File: src/rtl/armsim_pkg.sv
// Shared definitions for the load path.
//   size_e      : load size codes, shared with the sign-extension stage
//   la_state_e  : load_aligner FSM states
//   FC_*        : fault codes reported on FCODE
//   is_aligned  : natural-alignment test for a byte address and size
package armsim_pkg;

    typedef enum logic [1:0] {
        SZ_BYTE  = 2'b00,
        SZ_HALF  = 2'b01,
        SZ_WORD  = 2'b10,
        SZ_DWORD = 2'b11
    } size_e;

    typedef enum logic [2:0] {
        LA_IDLE,
        LA_ACC1,
        LA_ACC2,
        LA_DONE,
        LA_ERR
    } la_state_e;

    localparam logic FC_MISALIGN = 1'b0;
    localparam logic FC_TIMEOUT  = 1'b1;

    // An access is aligned when the address is a multiple of its size in bytes.
    function automatic logic is_aligned(input logic [2:0] addr_lo, input size_e size);
        logic ok;
        case (size)
            SZ_BYTE: ok = 1'b1;
            SZ_HALF: ok = (addr_lo[0] == 1'b0);
            SZ_WORD: ok = (addr_lo[1:0] == 2'b00);
            default: ok = (addr_lo == 3'b000);
        endcase
        return ok;
    endfunction

endpackage

File: src/rtl/load_aligner_lane_select.sv
// lane_select: picks the addressed lane out of a little-endian memory word.
//   mrd     in  32  memory read word
//   addr_lo in  2   byte offset within the word
//   size    in  2   load size code
//   lane    out 32  selected lane, right-justified, zero-filled
//                   (word and doubleword pass the whole word through)
module lane_select
    import armsim_pkg::*;
(
    input  logic [31:0] mrd,
    input  logic [1:0]  addr_lo,
    input  size_e       size,
    output logic [31:0] lane
);

    always_comb begin
        // NOTE: give every combinational output a value before any branch so no path leaves it unassigned (which would infer a latch).
        lane = mrd;
        case (size)
            SZ_BYTE: lane = {24'h0, mrd[{addr_lo, 3'b000} +: 8]};
            SZ_HALF: lane = {16'h0, mrd[{addr_lo[1], 4'b0000} +: 16]};
            default: lane = mrd;
        endcase
    end

endmodule

File: src/rtl/load_aligner.sv
// load_aligner: load-path stage feeding the sign-extension stage.
// Runs the word-wide memory read handshake for a byte/half/word/doubleword
// load, aligns the addressed lane and hands it on with a one-cycle enable.
//   CLK, CLR       clock; synchronous active-high reset
//   START/ADDR/SIZE  load request, sampled only while idle
//   MOV/MA         memory read request and word address (MA[1:0] = 0)
//   MRD/MOC        memory read data and completion strobe
//   DQ/DQ_HI/DSIZE aligned result (DQ_HI only for doublewords) and size code
//   E              one-cycle pulse, result valid
//   BUSY           high whenever a request is in flight
//   FAULT/FCODE    one-cycle abort pulse; 0 misaligned, 1 timeout
module load_aligner
    import armsim_pkg::*;
#(
    parameter int TIMEOUT = 16,
    parameter int CNT_W   = 5
) (
    input  logic        CLK,
    input  logic        CLR,
    input  logic        START,
    input  logic [31:0] ADDR,
    input  logic [1:0]  SIZE,
    output logic        MOV,
    output logic [31:0] MA,
    input  logic [31:0] MRD,
    input  logic        MOC,
    output logic [31:0] DQ,
    output logic [31:0] DQ_HI,
    output logic [1:0]  DSIZE,
    output logic        E,
    output logic        BUSY,
    output logic        FAULT,
    output logic        FCODE
);

    la_state_e        state_q, state_d;
    logic [31:0]      addr_q, addr_d;
    size_e            size_q, size_d;
    logic [CNT_W-1:0] cnt_q, cnt_d;
    logic             gap_q, gap_d;     // first ACC2 cycle: mandatory MOV-low gap
    logic [31:0]      lo_q, lo_d;       // doubleword low word held until DONE
    logic             fcode_q, fcode_d;
    logic [31:0]      dq_q, dq_d;
    logic [31:0]      dq_hi_q, dq_hi_d;
    size_e            dsize_q, dsize_d;

    logic [31:0]      lane;
    logic [31:0]      word_addr;
    logic [CNT_W-1:0] cnt_inc;
    logic             mov;

    lane_select u_lane_select (
        .mrd     (MRD),
        .addr_lo (addr_q[1:0]),
        .size    (size_q),
        .lane    (lane)
    );

    assign word_addr = {addr_q[31:2], 2'b00};
    assign cnt_inc   = cnt_q + CNT_W'(1);
    assign mov       = (state_q == LA_ACC1) || ((state_q == LA_ACC2) && !gap_q);

    always_comb begin
        state_d = state_q;
        addr_d  = addr_q;
        size_d  = size_q;
        cnt_d   = cnt_q;
        gap_d   = 1'b0;
        lo_d    = lo_q;
        fcode_d = fcode_q;
        dq_d    = dq_q;
        dq_hi_d = dq_hi_q;
        dsize_d = dsize_q;

        case (state_q)
            LA_IDLE: begin
                if (START) begin
                    addr_d = ADDR;
                    size_d = size_e'(SIZE);
                    cnt_d  = '0;
                    if (is_aligned(ADDR[2:0], size_e'(SIZE))) begin
                        state_d = LA_ACC1;
                    end else begin
                        state_d = LA_ERR;
                        fcode_d = FC_MISALIGN;
                    end
                end
            end
            LA_ACC1, LA_ACC2: begin
                // MOC only counts while MOV is actually high; the ACC2 gap cycle ignores it.
                if (mov) begin
                    if (MOC) begin
                        if ((state_q == LA_ACC1) && (size_q == SZ_DWORD)) begin
                            lo_d    = lane;
                            cnt_d   = '0;
                            gap_d   = 1'b1;
                            state_d = LA_ACC2;
                        end else begin
                            // Result registers change only on the way into DONE,
                            // so they hold steady between E pulses and across faults.
                            dq_d    = (state_q == LA_ACC1) ? lane : lo_q;
                            dq_hi_d = (state_q == LA_ACC1) ? 32'h0 : MRD;
                            dsize_d = size_q;
                            state_d = LA_DONE;
                        end
                    end else begin
                        cnt_d = cnt_inc;
                        if (cnt_inc == CNT_W'(TIMEOUT)) begin
                            state_d = LA_ERR;
                            fcode_d = FC_TIMEOUT;
                        end
                    end
                end
            end
            LA_DONE: state_d = LA_IDLE;
            LA_ERR:  state_d = LA_IDLE;
            default: state_d = LA_IDLE;
        endcase
    end

    always_ff @(posedge CLK) begin
        // NOTE: state registers use non-blocking assignment so every flop samples pre-edge values.
        if (CLR) begin
            state_q <= LA_IDLE;
            addr_q  <= '0;
            size_q  <= SZ_BYTE;
            cnt_q   <= '0;
            gap_q   <= 1'b0;
            lo_q    <= '0;
            fcode_q <= 1'b0;
            dq_q    <= '0;
            dq_hi_q <= '0;
            dsize_q <= SZ_BYTE;
        end else begin
            state_q <= state_d;
            addr_q  <= addr_d;
            size_q  <= size_d;
            cnt_q   <= cnt_d;
            gap_q   <= gap_d;
            lo_q    <= lo_d;
            fcode_q <= fcode_d;
            dq_q    <= dq_d;
            dq_hi_q <= dq_hi_d;
            dsize_q <= dsize_d;
        end
    end

    assign MOV   = mov;
    assign MA    = !mov ? 32'h0 : (state_q == LA_ACC1) ? word_addr : word_addr + 32'd4;
    assign DQ    = dq_q;
    assign DQ_HI = dq_hi_q;
    assign DSIZE = dsize_q;
    assign E     = (state_q == LA_DONE);
    assign BUSY  = (state_q != LA_IDLE);
    assign FAULT = (state_q == LA_ERR);
    assign FCODE = (state_q == LA_ERR) && fcode_q;

endmodule

File: config.mk
export PLATFORM = sky130hd
export DESIGN_NAME = load_aligner
export DESIGN_NICKNAME = d
export VERILOG_FILES = /design/src/rtl/armsim_pkg.sv /design/src/rtl/load_aligner_lane_select.sv /design/src/rtl/load_aligner.sv
export SDC_FILE = /design/constraint.sdc
export NUM_CORES = 1
export LEC_CHECK = 0
export CAP_MARGIN = 25
export CORE_MARGIN = 3
export CORE_UTILIZATION = 25
export CTS_CLUSTER_SIZE = 28
export DETAILED_ROUTE_END_ITERATION = 10
export GPL_ROUTABILITY_DRIVEN = 0
export GPL_TIMING_DRIVEN = 0
export PLACE_DENSITY_LB_ADDON = 0.2
export SYNTH_ARGS = -nofsm -noshare
export SYNTH_HDL_FRONTEND = slang
export SYNTH_SLANG_ARGS = --single-unit
File: constraint.sdc
create_clock -name CLK -period 2.22 [get_ports CLK]
set_clock_uncertainty 0.2 [all_clocks]
set_input_delay 0.444 -clock CLK [delete_from_list [all_inputs] [get_ports CLK]]
set_output_delay 0.444 -clock CLK [all_outputs]
set_load 0.01 [all_outputs]
## Word level (Yosys, flattened, before mapping)

Index checks and enable logic that the tools add are counted.

- Logic and storage cells: 82
- Register bits: 142
- Bits of input ports: 70
- Output and inout port bits: 103

- Reductions and logical operators: 20
- Shift operators: 2
- Mux-type cells: 27
- Eq/ne operators: 16
- $add $sub $neg: 2
- Bitwise gates (word level): 5

Operators with widths:

| operator | number |
|---|---|
| 32-bit 2-to-1 mux | 4 |
| 32-bit case mux with 2 select lines | 1 |
| 32-bit by 3-bit adder with 32-bit output (second input constant) | 1 |
| 32-bit by 6-bit variable part select with 16-bit output | 1 |
| 32-bit by 6-bit variable part select with 8-bit output | 1 |
| 5-bit 2-to-1 mux | 4 |
| 3-bit 2-to-1 mux | 5 |
| 4-bit AND reduction | 3 |
| 2-bit inequality test (second input constant) | 5 |
| 5-bit case mux with 2 select lines | 1 |
| 1-bit 2-to-1 mux | 9 |
| 3-bit by 2-bit == test with 1-bit output (second input constant) | 2 |
| 2-bit zero test | 3 |
| 3-bit zero test | 2 |
| 3-bit inequality test (second input constant) | 2 |
| 3-bit case mux with 2 select lines | 1 |
| 6-bit AND reduction | 1 |
| 5-bit by 1-bit adder with 5-bit output (second input constant) | 1 |
| 5-bit == test (second input constant) | 1 |
| 1-bit NOT | 5 |
| 2-bit by 1-bit == test with 1-bit output (second input constant) | 2 |
| 2-bit == test (second input constant) | 2 |
| 4-bit OR reduction | 1 |
| 3-bit by 1-bit == test with 1-bit output (second input constant) | 1 |
| other kinds (11) | 13 |

## Longest topological paths before layout

- Depth after elaboration: 7
- Gate-level depth with buffers: 9
- Gate-level depth less buffers: 6

## Cells and area by module

From an unflattened synthesis, not the netlist that was laid out.

- Cell total of the unflattened synthesis: 912
- Area, all modules: 6801.5 µm²

By module, submodules not included:

| module | area an instance (µm²) | cells each | seq. area each (µm²) | times used |
|---|---|---|---|---|
| load_aligner | 6269.8 | 839 | 2842.7 | 1 |
| lane_select | 531.8 | 73 | 0.0 | 1 |

## Least setup slack after synthesis

No wires, ideal clock.

- Path type: register to output
- Start: register addr_q[2]
- End: output MA[22]
- Stages on the path, launching flop included: 8
- Buffers on the path: 1
- Data required time: 1576 ps
- Setup slack: -187 ps
- Arrival: 1763 ps
- Cell sequence: dfxtp_1 ha_1 nand2_1 or3_1 clkbuf_1 nor4_1 xnor2_1 nor2_1

- Word-level cells in the longest chain between the ends: 3

RTL lines:

| element | RTL line | text |
|---|---|---|
| from (decl) | load_aligner.sv:37 | `logic [31:0] addr_q, addr_d;` |
| from (signal assigned) | load_aligner.sv:136 | `addr_q <= addr_d;` |
| 32-bit by 3-bit adder with 32-bit output | load_aligner.sv:149 | `assign MA = !mov ? 32'h0 : (state_q == LA_ACC1) ? word_addr : word_addr + 32'd4;` |
| 32-bit 2-to-1 mux (2 in a row) | load_aligner.sv:149 |  |
| to (decl) | load_aligner.sv:24 | `output logic [31:0] MA,` |

No other way between the ends.

## Worst setup path after layout

- Start: register addr_q[12]
- End: output MA[19]

The elaborated chain is that of the path after synthesis.

==> flow_summary.ini <==
[drt]
drc = 0
vias = 7647
drtAntennaViolNets = 0
first_pass_iters = 5
first_iter_violations = 463
drt-total-wl_mm = 29.24
vias_per_cell = 4.995
wl_per_cell_um = 19.10

[yosys]
ys.flop_type = dfxtp_1
synth_area_leaders = dfxtp_1, nand2_1, a21oi_1
postSynth.asyncResetShare_pct = 0
syn_area_mm2 = 0.006890
yosysSeqAreaShare_pct = 41.26
synth_edf_count = 0
syn-mean-instance-area_um2 = 7.605
synth_area_leader_cell = dfxtp_1
synthCells = 906
ys_ff_latch = 142
synth_cell_types = 54
yosys_warnings = 0
yosysTopAreaCellShare_pct = 41.26

[sta]
post-route-period-util_pct = 131.6
final_max_slew_viol_count = 0
hold_violations = 0
fin_crit_ns = 2.922
fin_setup_tns_ns = -32.42
setup_viol = 98
fin_ws_ns = -0.7022
rsz0062_at_grt = true
max_freq_mhz = 342.2
tightest_slew_ns = 0.8813
maxSlewHeadroom_pct = 41.25
whs_ns = 0.2555

[floorplan]
io_pins = 173
core_area_mm2 = 0.02703
die_h_um = 172.0
rows = 60
die_area_mm2 = 0.02959
start_util_pct = 25.50
die_x_um = 172.0

[placed_design]
portBuffers = 168
placed_cells = 1416
hpwl_mm = 19.50
dp_slack_ns = -1.049

[grt]
grt_antenna_before_repair = 1
grt_pass1_wl_mm = 43.13
gr-total-overflow = 0
grt_pass1_vias = 7434
grt_max_degree = 17
grt_use_total_pct = 18.85

[cells_and_area]
utilization_pct = 44.00
fillerInstances = 2648
final_common_cell = nand2_1
final_cell_mix = nand2_1, clkdlybuf4s50_1, dfxtp_1
regArea_mm2 = 0.002904
n_antenna_cell = 0
area_delta_synth_final_pct = 72.60
drive_above_1_share_pct = 34.62
fin_cells = 1531
nets = 1249
multi_input_area_mm2 = 0.004639

[critical_path]
reg2reg_depth = 12
crit_type = register to output pin
timing.critical_path.slowest_stage_cell = or4_4
path_cells = nand3_2 > or4_4 > buf_12 > buf_16 > buf_6 > nor3_4 > xnor2_1 > nor2_1 > buf_2
r2r_slack_ns = -0.33
slowest_delay_ns = 0.49
cp.arrival_ns = 2.28
worstPathRequired_ns = 1.58
cp-end-kind = output pin
crit_path_start = addr_q[12]
cp-start-kind = register
r2r_start = state_q[2]
crit_fanout = 8
r2r-end = DQ[13]

[min_path]
holdPathEnd = lo_q[25]
hold_class = register to register
hold_start = lo_q[25]
min_path_cells = 2

[clock_tree]
clock_sinks = 142
cts_tree = built
htreeDepth = 4
cts_hold_buf = 0
clk_latency_ns = 0.43
cts-root-buf = clkbuf_16
cts_made_buffers = 17
cts.clk_slew.worst_paths_ns = 0.07
ctsLongestPathBuffers = 2

[outcome]
status = finished, violations left
violations = negative setup slack

[power]
leakage_uw = 0.004203
p_per_area_mw_per_mm2 = 601.0
peakVddDrop_mv = 0.4545

[job]
max-cap-violations = 0
==> Yosys cell counts (all sizes together), types with 14 or more instances <==
cell type  count
o21ai         21
buf           24
dfxtp        142
nor2          60
a21oi        122
nor3          14
nand2        206
a211oi        17
clkbuf        58
a311oi        17
nand3         78
xnor2         17
==> flip-flops by register name, summed over array words and instances, names as in the netlist <==
name,flops
DQ,32
DQ_HI,32
DSIZE,2
addr_q,32
cnt_q,5
fcode_q,1
gap_q,1
lo_q,32
size_q,2
state_q,3
==> repair_timing <==
action                                  in CTS  in global routing
resized for setup                          413                145
pin swaps                                   95                 66
buffers inserted                            47                 37
gates cloned                                12                  2
hold endpoints to repair                     0                  0
endpoints found under the setup margin     133                162
==> routing by layer <==
layer / global-route usage [%] / wire length, um
met5: 0 / 13
met4: 4.894 / 514
met3: 5.075 / 2068
met2: 31.16 / 14020
met1: 24.44 / 12620
==> layout make-up <==
cell class,instances,area share (%)
Buffer,75,5.292
Clock buffer,18,3.693
Clock inverter,14,1.725
Inverter,11,0.3893
Multi-Input combinational cell,672,39.01
Sequential cell,142,24.42
Tap cell,341,3.588
Timing Repair Buffer,258,21.88
==> per-stage QoR <==
stage                     power (uW)  instance area, um^2
after global placement          3672                 9070
after global routing            7414                11890
after CTS                       7042                11280
after detailed placement        3672                 9070
after floorplan                 3228                 6962
final                           7148                11890
==> how the worst max path moves through the flow <==
stage / endpoint / slack (ns) / cells past startpoint
after floorplan: MA[29] / -0.13 / 8
after global placement: MA[12] / -1.09 / 7
after detailed placement: MA[12] / -1.05 / 7
after CTS: MA[24] / -0.66 / 8
after global routing: MA[19] / -0.79 / 9
final: MA[19] / -0.70 / 9
==> worst max-delay path, delay by kind of cell (launching register included) <==
family / cells / cell delay [ns]
AND/OR/NAND/NOR: 4 / 0.80
XOR/XNOR: 1 / 0.14
buffers and inverters: 4 / 0.55
flip-flops: 1 / 0.35
==> cells by family after synthesis <==
kind of cell / count (synthesis) / synth area share (%)
adders and majority gates: 2 / 0.3631
other: 1 / 0.05442
buffers and inverters: 93 / 6.119
xor gates and xnor gates: 20 / 2.542
and+or+nand+nor: 422 / 28.33
AOI/OAI and AO/OA: 219 / 20.19
DFF: 142 / 41.26
muxes: 7 / 1.144
==> where the power goes <==
| group | switching [uW] | internal, uW | leakage [uW] | total [uW] |
|---|---|---|---|---|
| clock network | 1250 | 1930 | 0.000308 | 3180 |
| registers | 87.6 | 2620 | 0.00116 | 2710 |
| logic | 703 | 557 | 0.00273 | 1260 |
| total | 2040 | 5110 | 0.00420 | 7150 |
No activity file was read; power rests on OpenSTA's default activity.
